--- src/rtl/approx_mult_err_profiler_pkg.sv ---
// approx_mult_err_profiler_pkg: shared types and helpers for the approximate-multiplier error profiler
package approx_mult_err_profiler_pkg;
    typedef enum logic [1:0] {S_IDLE, S_RUN, S_DRAIN, S_DONE} state_t;
    function automatic longint unsigned pair_total(input int unsigned w, input logic tri_m);
        longint unsigned n;
        n = (64'd1 << w) - 64'd1;
        return tri_m ? n * (n + 64'd1) / 64'd2 : n * n;
    endfunction
    // Increment permitted only while below the all-ones ceiling of a cw-bit counter
    function automatic logic sat_step(input logic [63:0] v, input logic inc, input int unsigned cw);
        return inc && (v != ((64'd1 << cw) - 64'd1));
    endfunction
endpackage

--- src/rtl/approx_mult_err_profiler_err_bit_counter_bank.sv ---
// approx_mult_err_profiler_err_bit_counter_bank: per-bit saturating mismatch counters with indexed read
module approx_mult_err_profiler_err_bit_counter_bank
    import approx_mult_err_profiler_pkg::*;
#(
    parameter int N     = 16,
    parameter int CNT_W = 32,
    parameter int IW    = 4
) (
    input  logic             clk,
    input  logic             rst_n,
    input  logic             clr,
    input  logic [N-1:0]     inc,
    input  logic [IW-1:0]    rd_idx,
    output logic [CNT_W-1:0] rd_cnt,
    output logic             ovf
);
    logic [CNT_W-1:0] cnt [N];
    logic [N-1:0]     lost;
    for (genvar i = 0; i < N; i++) begin : g_cnt
        logic step;
        assign step    = sat_step(64'(cnt[i]), inc[i], CNT_W);
        assign lost[i] = inc[i] & ~step;
        always_ff @(posedge clk or negedge rst_n)
            if (!rst_n)   cnt[i] <= '0;
            else if (clr) cnt[i] <= '0;
            else          cnt[i] <= cnt[i] + CNT_W'(step);
    end
    assign ovf    = |lost;
    assign rd_cnt = (32'(rd_idx) < N) ? cnt[rd_idx] : '0;
endmodule

--- src/rtl/approx_mult_err_profiler.sv ---
// approx_mult_err_profiler: sweeps all non-zero operand pairs through an external approximate multiplier and profiles its error
module approx_mult_err_profiler
    import approx_mult_err_profiler_pkg::*;
#(
    parameter int W     = 8,
    parameter int PW    = 2*W-1,
    parameter int LAT   = 0,
    parameter int CNT_W = 32,
    parameter int IW    = $clog2(2*W)
) (
    input  logic             clk,
    input  logic             rst_n,
    input  logic             start,
    input  logic             mode_tri,
    output logic [W-1:0]     op_a,
    output logic [W-1:0]     op_b,
    input  logic [PW-1:0]    approx_prod,
    output logic             busy,
    output logic             done,
    output logic [CNT_W-1:0] pair_count,
    output logic [CNT_W-1:0] err_pairs,
    output logic [2*W-1:0]   max_abs_err,
    output logic             sat,
    input  logic [IW-1:0]    rd_idx,
    output logic [CNT_W-1:0] rd_cnt
);
    localparam int EW = 2*W;
    state_t        state;
    logic          tri_q, acc, issue, av, pipe_busy, cv_q, pc_step, ep_step, bank_ovf, lost;
    logic [W-1:0]  b_lim;
    logic [EW-1:0] exact, ae, ax, diff, absd, diff_q, abs_q;
    assign acc   = start && (state == S_IDLE || state == S_DONE);
    assign issue = state == S_RUN;
    assign b_lim = tri_q ? op_a : '1;
    assign exact = EW'(op_a) * EW'(op_b);
    always_ff @(posedge clk or negedge rst_n)
        if (!rst_n) begin
            state <= S_IDLE;
            op_a  <= '0;
            op_b  <= '0;
            tri_q <= 1'b0;
            busy  <= 1'b0;
            done  <= 1'b0;
        end else begin
            case (state)
                S_IDLE, S_DONE: if (start) begin
                    state <= S_RUN;
                    op_a  <= W'(1);
                    op_b  <= W'(1);
                    tri_q <= mode_tri;
                    busy  <= 1'b1;
                    done  <= 1'b0;
                end
                S_RUN: if (op_b == b_lim) begin
                    if (&op_a) state <= S_DRAIN;
                    else begin
                        op_a <= op_a + W'(1);
                        op_b <= W'(1);
                    end
                end else op_b <= op_b + W'(1);
                S_DRAIN: if (!pipe_busy && !cv_q) begin
                    state <= S_DONE;
                    busy  <= 1'b0;
                    done  <= 1'b1;
                end
                default: state <= S_IDLE;
            endcase
        end
    // Exact product travels alongside the external multiplier's latency
    if (LAT == 0) begin : g_nolat
        assign av        = issue;
        assign ae        = exact;
        assign pipe_busy = 1'b0;
    end else begin : g_lat
        logic [LAT-1:0] vp;
        logic [EW-1:0]  ep [LAT];
        always_ff @(posedge clk or negedge rst_n)
            if (!rst_n) begin
                vp <= '0;
                for (int k = 0; k < LAT; k++) ep[k] <= '0;
            end else begin
                vp[0] <= issue;
                ep[0] <= exact;
                for (int k = 1; k < LAT; k++) begin
                    vp[k] <= vp[k-1];
                    ep[k] <= ep[k-1];
                end
            end
        assign av        = vp[LAT-1];
        assign ae        = ep[LAT-1];
        assign pipe_busy = |vp;
    end
    assign ax      = EW'(approx_prod);
    assign diff    = ae ^ ax;
    assign absd    = ae >= ax ? ae - ax : ax - ae;
    assign pc_step = sat_step(64'(pair_count), cv_q, CNT_W);
    assign ep_step = sat_step(64'(err_pairs), cv_q & (|diff_q), CNT_W);
    assign lost    = (cv_q & ~pc_step) | (cv_q & (|diff_q) & ~ep_step) | bank_ovf;
    always_ff @(posedge clk or negedge rst_n)
        if (!rst_n) begin
            cv_q        <= 1'b0;
            diff_q      <= '0;
            abs_q       <= '0;
            pair_count  <= '0;
            err_pairs   <= '0;
            max_abs_err <= '0;
            sat         <= 1'b0;
        end else begin
            cv_q   <= av;
            diff_q <= diff;
            abs_q  <= absd;
            if (acc) begin
                pair_count  <= '0;
                err_pairs   <= '0;
                max_abs_err <= '0;
                sat         <= 1'b0;
            end else begin
                pair_count <= pair_count + CNT_W'(pc_step);
                err_pairs  <= err_pairs + CNT_W'(ep_step);
                if (cv_q && abs_q > max_abs_err) max_abs_err <= abs_q;
                sat <= sat | lost;
            end
        end
    approx_mult_err_profiler_err_bit_counter_bank #(.N(EW), .CNT_W(CNT_W), .IW(IW)) u_bank (
        .clk    (clk),
        .rst_n  (rst_n),
        .clr    (acc),
        .inc    (diff_q & {EW{cv_q}}),
        .rd_idx (rd_idx),
        .rd_cnt (rd_cnt),
        .ovf    (bank_ovf)
    );
endmodule

--- config.mk ---
export PLATFORM = sky130hd
export DESIGN_NAME = approx_mult_err_profiler
export DESIGN_NICKNAME = d
export VERILOG_FILES = /design/src/rtl/approx_mult_err_profiler_pkg.sv /design/src/rtl/approx_mult_err_profiler_err_bit_counter_bank.sv /design/src/rtl/approx_mult_err_profiler.sv
export SDC_FILE = /design/constraint.sdc
export NUM_CORES = 2
export LEC_CHECK = 0
export ABC_AREA = 1
export BUFFER_PORTS_ARGS = -buffer_cell sky130_fd_sc_hd__buf_2
export CAP_MARGIN = 20
export CORE_MARGIN = 2
export CORE_UTILIZATION = 43
export CTS_CLUSTER_DIAMETER = 200
export DETAILED_ROUTE_END_ITERATION = 6
export GPL_TIMING_DRIVEN = 1
export PLACE_DENSITY = 0.62
export SYNTH_ARGS = -nofsm -noshare
export SYNTH_HDL_FRONTEND = slang
export SYNTH_SLANG_ARGS = --single-unit
export TNS_END_PERCENT = 10
--- constraint.sdc ---
create_clock -name clk -period 6.3 [get_ports clk]
set_input_delay 0.315 -clock clk [delete_from_list [all_inputs] [get_ports clk]]
set_output_delay 0.315 -clock clk [all_outputs]
set_load 0.02 [all_outputs]
**Word level (Yosys, flattened, before mapping)**

Index checks and enable logic that the tools add are counted.

- Multiplexer cells: 44
- $lt $le $gt $ge: 3
- Add/subtract/negate cells: 22
- Bitwise operators: 43
- Reductions and logical operators: 34
- Multiply operators: 1
- Equality and inequality tests: 28

Operator list:

| cell | number |
|---|---|
| 32-bit 2-to-1 mux | 20 |
| 32-bit by 1-bit adder with 32-bit output | 18 |
| 32-bit != test, second input constant | 18 |
| 32-bit binary-select mux with 4-bit select | 1 |
| 16-bit 2-to-1 mux | 3 |
| 8-bit 2-to-1 mux | 6 |
| 8-bit one-hot mux with 2 select lines | 2 |
| 16-bit OR reduction | 2 |
| 1-bit logical AND | 20 |
| 1-bit bitwise AND | 19 |
| 1-bit NOT | 18 |
| 8-bit by 1-bit adder with 8-bit output, second input constant | 2 |
| 16-bit bitwise AND | 1 |
| 16-bit by 15-bit greater-or-equal comparator with 1-bit output | 1 |
| 16-bit > comparator | 1 |
| 8-bit by 8-bit multiplier with 16-bit output | 1 |
| 15-bit by 16-bit subtractor with 16-bit output | 1 |
| 16-bit by 15-bit subtractor with 16-bit output | 1 |
| 16-bit by 15-bit XOR with 16-bit output | 1 |
| 8-bit equality test | 1 |
| 2-bit 2-to-1 mux | 4 |
| 4-bit AND reduction | 2 |
| 8-bit AND reduction | 1 |
| 2-bit != test, second input constant | 3 |
| other kinds (16) | 28 |

- Input bits: 23
- Output and inout port bits: 131
- Register bits after elaboration: 647
- Word-level logic and storage cells: 204

**Depth between registers and ports, before layout**

- Depth after elaboration: 9
- Depth in mapped cells: 33
- Gate-level depth less buffers: 31

**Cells and area by module**

From an unflattened synthesis, not the netlist that was laid out.

- Cells, all modules: 6396
- Area, all modules: 44612.8 sq um

By module, submodules not included:

| module | cells an instance | seq. area each (sq um) | instances | area each (sq um) |
|---|---|---|---|---|
| approx_mult_err_profiler_err_bit_counter_bank | 4824 | 12812.3 | 1 | 33364.5 |
| approx_mult_err_profiler | 1572 | 3353.2 | 1 | 11248.3 |

**Worst setup path before layout**

No wires, ideal clock.

- Kind: register to register
- From: reg op_b[7]
- To: reg abs_q[5]
- Cell stages (with the launch flop): 26
- Buffers on the path: 2
- Clock period less this slack: 5488 ps
- Setup time: 117 ps
- Required time: 6183 ps
- Arrival time: 5372 ps
- Setup slack: 812 ps
- Path through: dfrtp_1 > clkbuf_1 > nand2_1 > fa_1 > fa_1 > inv_1 > fa_1 > inv_1 > fa_1 > inv_1 > ha_1 > a21o_1 > a21oi_1 > o21ai_0 > xor2_1 > ha_1 > nand2_1 > nor2_1 > nand2_1 > nand2_1 > nand2_1 > nand2_1 > nand2_4 > buf_4 > nand3_1 > nand2_1

- Longest elaborated chain between the ends: 3

Ends and longest elaborated chain:

| item | line | source |
|---|---|---|
| from (decl) | approx_mult_err_profiler.sv:16 | `output logic [W-1:0] op_b,` |
| from (signal assigned) | approx_mult_err_profiler.sv:60 | `end else op_b <= op_b + W'(1);` |
| 8-bit by 8-bit multiplier with 16-bit output | approx_mult_err_profiler.sv:35 | `assign exact = EW'(op_a) * EW'(op_b);` |
| 16-bit by 15-bit greater-or-equal comparator with 1-bit output | approx_mult_err_profiler.sv:95 | `assign absd = ae >= ax ? ae - ax : ax - ae;` |
| 16-bit 2-to-1 mux | approx_mult_err_profiler.sv:95 |  |
| via absd[5] | approx_mult_err_profiler.sv:31 | `logic [EW-1:0] exact, ae, ax, diff, absd, diff_q, abs_q;` |
| to (signal assigned) | approx_mult_err_profiler.sv:111 | `abs_q <= absd;` |
| to (decl) | approx_mult_err_profiler.sv:31 |  |

The timed path passes the listed nets, and every way through them passes these cells.
A chain may end at the register's enable or synchronous reset.

**Worst setup path in the final report**

- From: reg op_b[7]
- To: reg abs_q[4]

Same word-level chain as after synthesis.

==> results summary <==
The clock transition at the register clock pins on the worst setup and hold paths after CTS is 0.06 ns. After the first detailed-routing iteration, the DRC count stood at 4,514. The number of placement rows came out at 116. The total track usage came out at 29.0%. The worst reg2reg path endpoint is abs_q[4]. The worst setup path is captured at a flop.

The actual slew at the worst max-slew pin came out at 1.04 ns. The maximum fanout along the worst path came out at 16. After detailed routing, the number of remaining DRC violations is 0. The kind of path behind the tightest hold check is input port to flop. The worst register-to-register path begins at op_b[7]. The net count after synthesis is 6,353.

A synthesized cell averages 7.08 um^2. In the synthesized netlist the dominant register cell turns out to be sky130_fd_sc_hd__dfrtp_1. The worst hold slack is 0.0841 ns. For the worst setup path, the data required time is 6.88 ns. The cell area after synthesis is 43,700 um^2. The final RePlAce weighted congestion came out at 0.997.

The internal reg-to-reg setup slack came out at 0.48 ns. The via count normalized by instance count came out at 5.58. The number of max-capacitance violations reported came out at 0. Setup violations remaining at the end of the flow were counted as 0.

The final layout net count came out at 6,410. The worst-case IR drop observed on VDD is 0.000305 V. The detailed-routing iteration count for the pre-antenna-repair pass is 7.

The register bit count reported by yosys is 646. Based on the critical path, the design can be clocked at up to 172 MHz. The count of warnings emitted by yosys came out at 0. After layout, the minimum clock period comes to 5.82 ns. The insertion delay to the later sink of the worst-skew pair is 0.68 ns. The run finished with clean final reports. The number of vias in the routed layout came out at 42.7k. Of the available clock period, the critical path in the final layout requires 92.4%.

For this run the aggregate overflow at the end of global routing stands at 0. The die is 323 um tall. For this design, the slowest cell found on the critical path is sky130_fd_sc_hd__fa_1.

Dividing total power by cell area gives a power density of 256 nW/um^2. Once layout is done, the placed cells without fillers occupy 48,300 um^2. For this configuration, the core starts out at a cell density of 43.5%.

Clock tree synthesis inserted a total of 80 buffers. The endpoint of the worst hold path is abs_q[0]. Summing the sequential cell areas from Yosys gives 37.0% of the chip area. The arrival time reported for the critical path endpoint is 6.40 ns. The maximum buffer depth of the clock tree came out at 3. The cell area after placement is 45,600 um^2. The classification of the worst setup path is flop to flop.

The length in cells of the worst reg-to-reg path came out at 25. The maximum level of the CTS H-tree is 3. The fraction of synthesis flops using an asynchronous set or reset pin came out at 100%. TritonCTS built the clock tree. The clock arrives with 0.0440 ns of skew. The post-route netlist has 7.08% of its cells at a drive strength greater than 1. Along the worst hold path, the cell count comes to 4. The horizontal extent of the die came out at 323 um. The top-level port count is 154. The number of distinct library cells after synthesis is 60. For this design the static power due to leakage is 21.0 nW. The number of antenna violations at the first check in global routing came out at 1. The aggregate negative setup slack is 0 ns. The global-route wire length before repair came out at 236,000 um. The number of diodes came out at 0.

Detailed placement finished with a half-perimeter wire length of 113,000 um. The total of buffers placed on input and output ports came out at 153. Setup repair after global routing left no endpoint under its margin. The number of antenna-violating nets in the routed design is 0. The root buffer cell is sky130_fd_sc_hd__clkbuf_16. The start point of the worst min-delay path is approx_prod[0]. The floorplan die area is 104,000 um^2.

The worst setup path is launched from a flop. The pin count of the biggest net entering global routing came out at 171. In the synthesized netlist, the number of instances is 6,169. The hold violation count in the final report is 0. The delay of the slowest critical-path stage came out at 0.54 ns. Wires add up to 152,000 um. The number of enable flip-flop cells after synthesis is 0. The number of pins exceeding their max-slew limit in the final report was 0.

Among the stages of the critical path, the cell type that occurs most often is sky130_fd_sc_hd__nand2_1. The average routed wire per standard cell came out at 19.9 um. The relative slew slack is 29.9%. The core footprint is 100,000 um^2.

The number of clock sinks seen by CTS is 646. The number of global-route vias before repair came to 39.9k. The area growth from synthesis to final layout is 10.7%.
[critical path, delay by kind of cell, from the launching register on]
family,cells,cell delay [ns]
AND/OR/NAND/NOR,12,1.51
adder cells (fa/ha/maj),6,2.93
flip-flops,1,0.51
XOR/XNOR,1,0.19
buffers and inverters,4,0.18
AO/OA/AOI/OAI,2,0.38
[stage by stage]
step | power (mW) | setup WS [ns] | std cells | util (%)
after detailed placement | 7.62 | 0.380 | 7496 | 45.4
after floorplan | 6.54 | 0.812 | 6169 | -
after global placement | 7.58 | 0.434 | 7496 | 45.4
after global routing | 13.0 | 0.0148 | 7643 | 48.2
after CTS | 12.4 | 0.317 | 7640 | 48.1
final | 12.4 | 0.480 | 7643 | 48.2
[kinds of logic (layout without fill, tap and decap cells)]
family                   Yosys count  count (layout)  synth area share, %
AO/OA/AOI/OAI                   1202            1202                 14.8
XOR/XNOR                         211             211                 4.23
adder cells (fa/ha/maj)          161             161                 5.27
buffers and inverters            951            1068                 8.42
flip-flops                       646             646                 37.0
AND/OR/NAND/NOR                 2998            2998                 30.2
[final cells by class]
| cell class | instances | area [um^2] |
|---|---|---|
| timing repair buffer | 186 | 1140 |
| inverter | 740 | 2790 |
| multi-input combinational | 4572 | 23800 |
| fill | 10200 | 52000 |
| sequential | 646 | 16200 |
| tap | 1357 | 1700 |
| clock inverter | 23 | 314 |
| clock buffer | 119 | 2370 |
[Yosys cell counts (all sizes together), types with 64 or more instances]
library cell     n  area, um^2
clkbuf         147         554
nand4          144         907
nor3           300        1660
xor2           149        1310
o21ai          589        2950
nand3          230        1210
dfrtp          646       16200
ha             123        1540
nand2         1182        4510
buf             64         343
a21oi          440        2210
nor2          1000        3910
inv            736        2760
nor4            84         559
[layout by cell type, fill, tap and decap left out, types with 26 or more instances in the layout]
cell type                   netlist  routed
sky130_fd_sc_hd__buf_2           49     150
sky130_fd_sc_hd__xnor2_1         62      62
sky130_fd_sc_hd__o221ai_1        58      58
sky130_fd_sc_hd__ha_1           123     123
sky130_fd_sc_hd__nor2_1         956     956
sky130_fd_sc_hd__nor2_2          37      37
sky130_fd_sc_hd__a21oi_1        439     439
sky130_fd_sc_hd__inv_1          728     726
sky130_fd_sc_hd__fa_1            38      38
sky130_fd_sc_hd__nor4_1          80      80
sky130_fd_sc_hd__xor2_1         149     149
sky130_fd_sc_hd__dfrtp_1        646     640
sky130_fd_sc_hd__nor3_1         275     275
sky130_fd_sc_hd__nand4_1        143     143
sky130_fd_sc_hd__nand3_1        220     220
sky130_fd_sc_hd__clkbuf_16        0      81
sky130_fd_sc_hd__nand2_1       1162    1161
sky130_fd_sc_hd__o21ai_0        577     577
sky130_fd_sc_hd__a31oi_1         26      26
[power by group]
group	switching, mW	total [mW]	leakage, nW	internal (mW)
combinational	2.17	2.93	10.8	0.758
sequential	0.277	4.64	8.90	4.36
clock	1.96	4.81	1.33	2.85
[per-layer routing]
metal / track usage, % / routed length [um] / vias up
met1: 40.7 / 67500 / 20400
li1: - / - / 20500
met4: 12.6 / 6770 / 2
met2: 44.8 / 67700 / 1496
met3: 3.60 / 9830 / 279
met5: 0 / 13 / -
[sequential cells by signal, indices dropped and copies added (netlist names)]
name	flops
abs_q	16
busy	1
cv_q	1
diff_q	15
done	1
err_pairs	32
max_abs_err	16
op_a	8
op_b	8
pair_count	32
sat	1
state	2
tri_q	1
u_bank.cnt	512
[repair_timing]
item | CTS | global route
setup endpoints to repair | 0 | 15
hold buffers | 2 | 0
resized for setup | 0 | 6
buffers inserted | 0 | 3
hold endpoints to repair | 96 | 0
[worst max path at each step]
stage	startpoint	to	slack (ns)	cells past startpoint
after floorplan	op_b[7]	abs_q[5]	0.81	25
after global placement	op_b[7]	abs_q[12]	0.43	25
after detailed placement	op_b[7]	abs_q[5]	0.38	25
after CTS	op_b[7]	abs_q[5]	0.32	25
after global routing	op_b[7]	abs_q[8]	0.01	25
final	op_b[7]	abs_q[4]	0.48	25
Power figures use the tool's default switching activity.
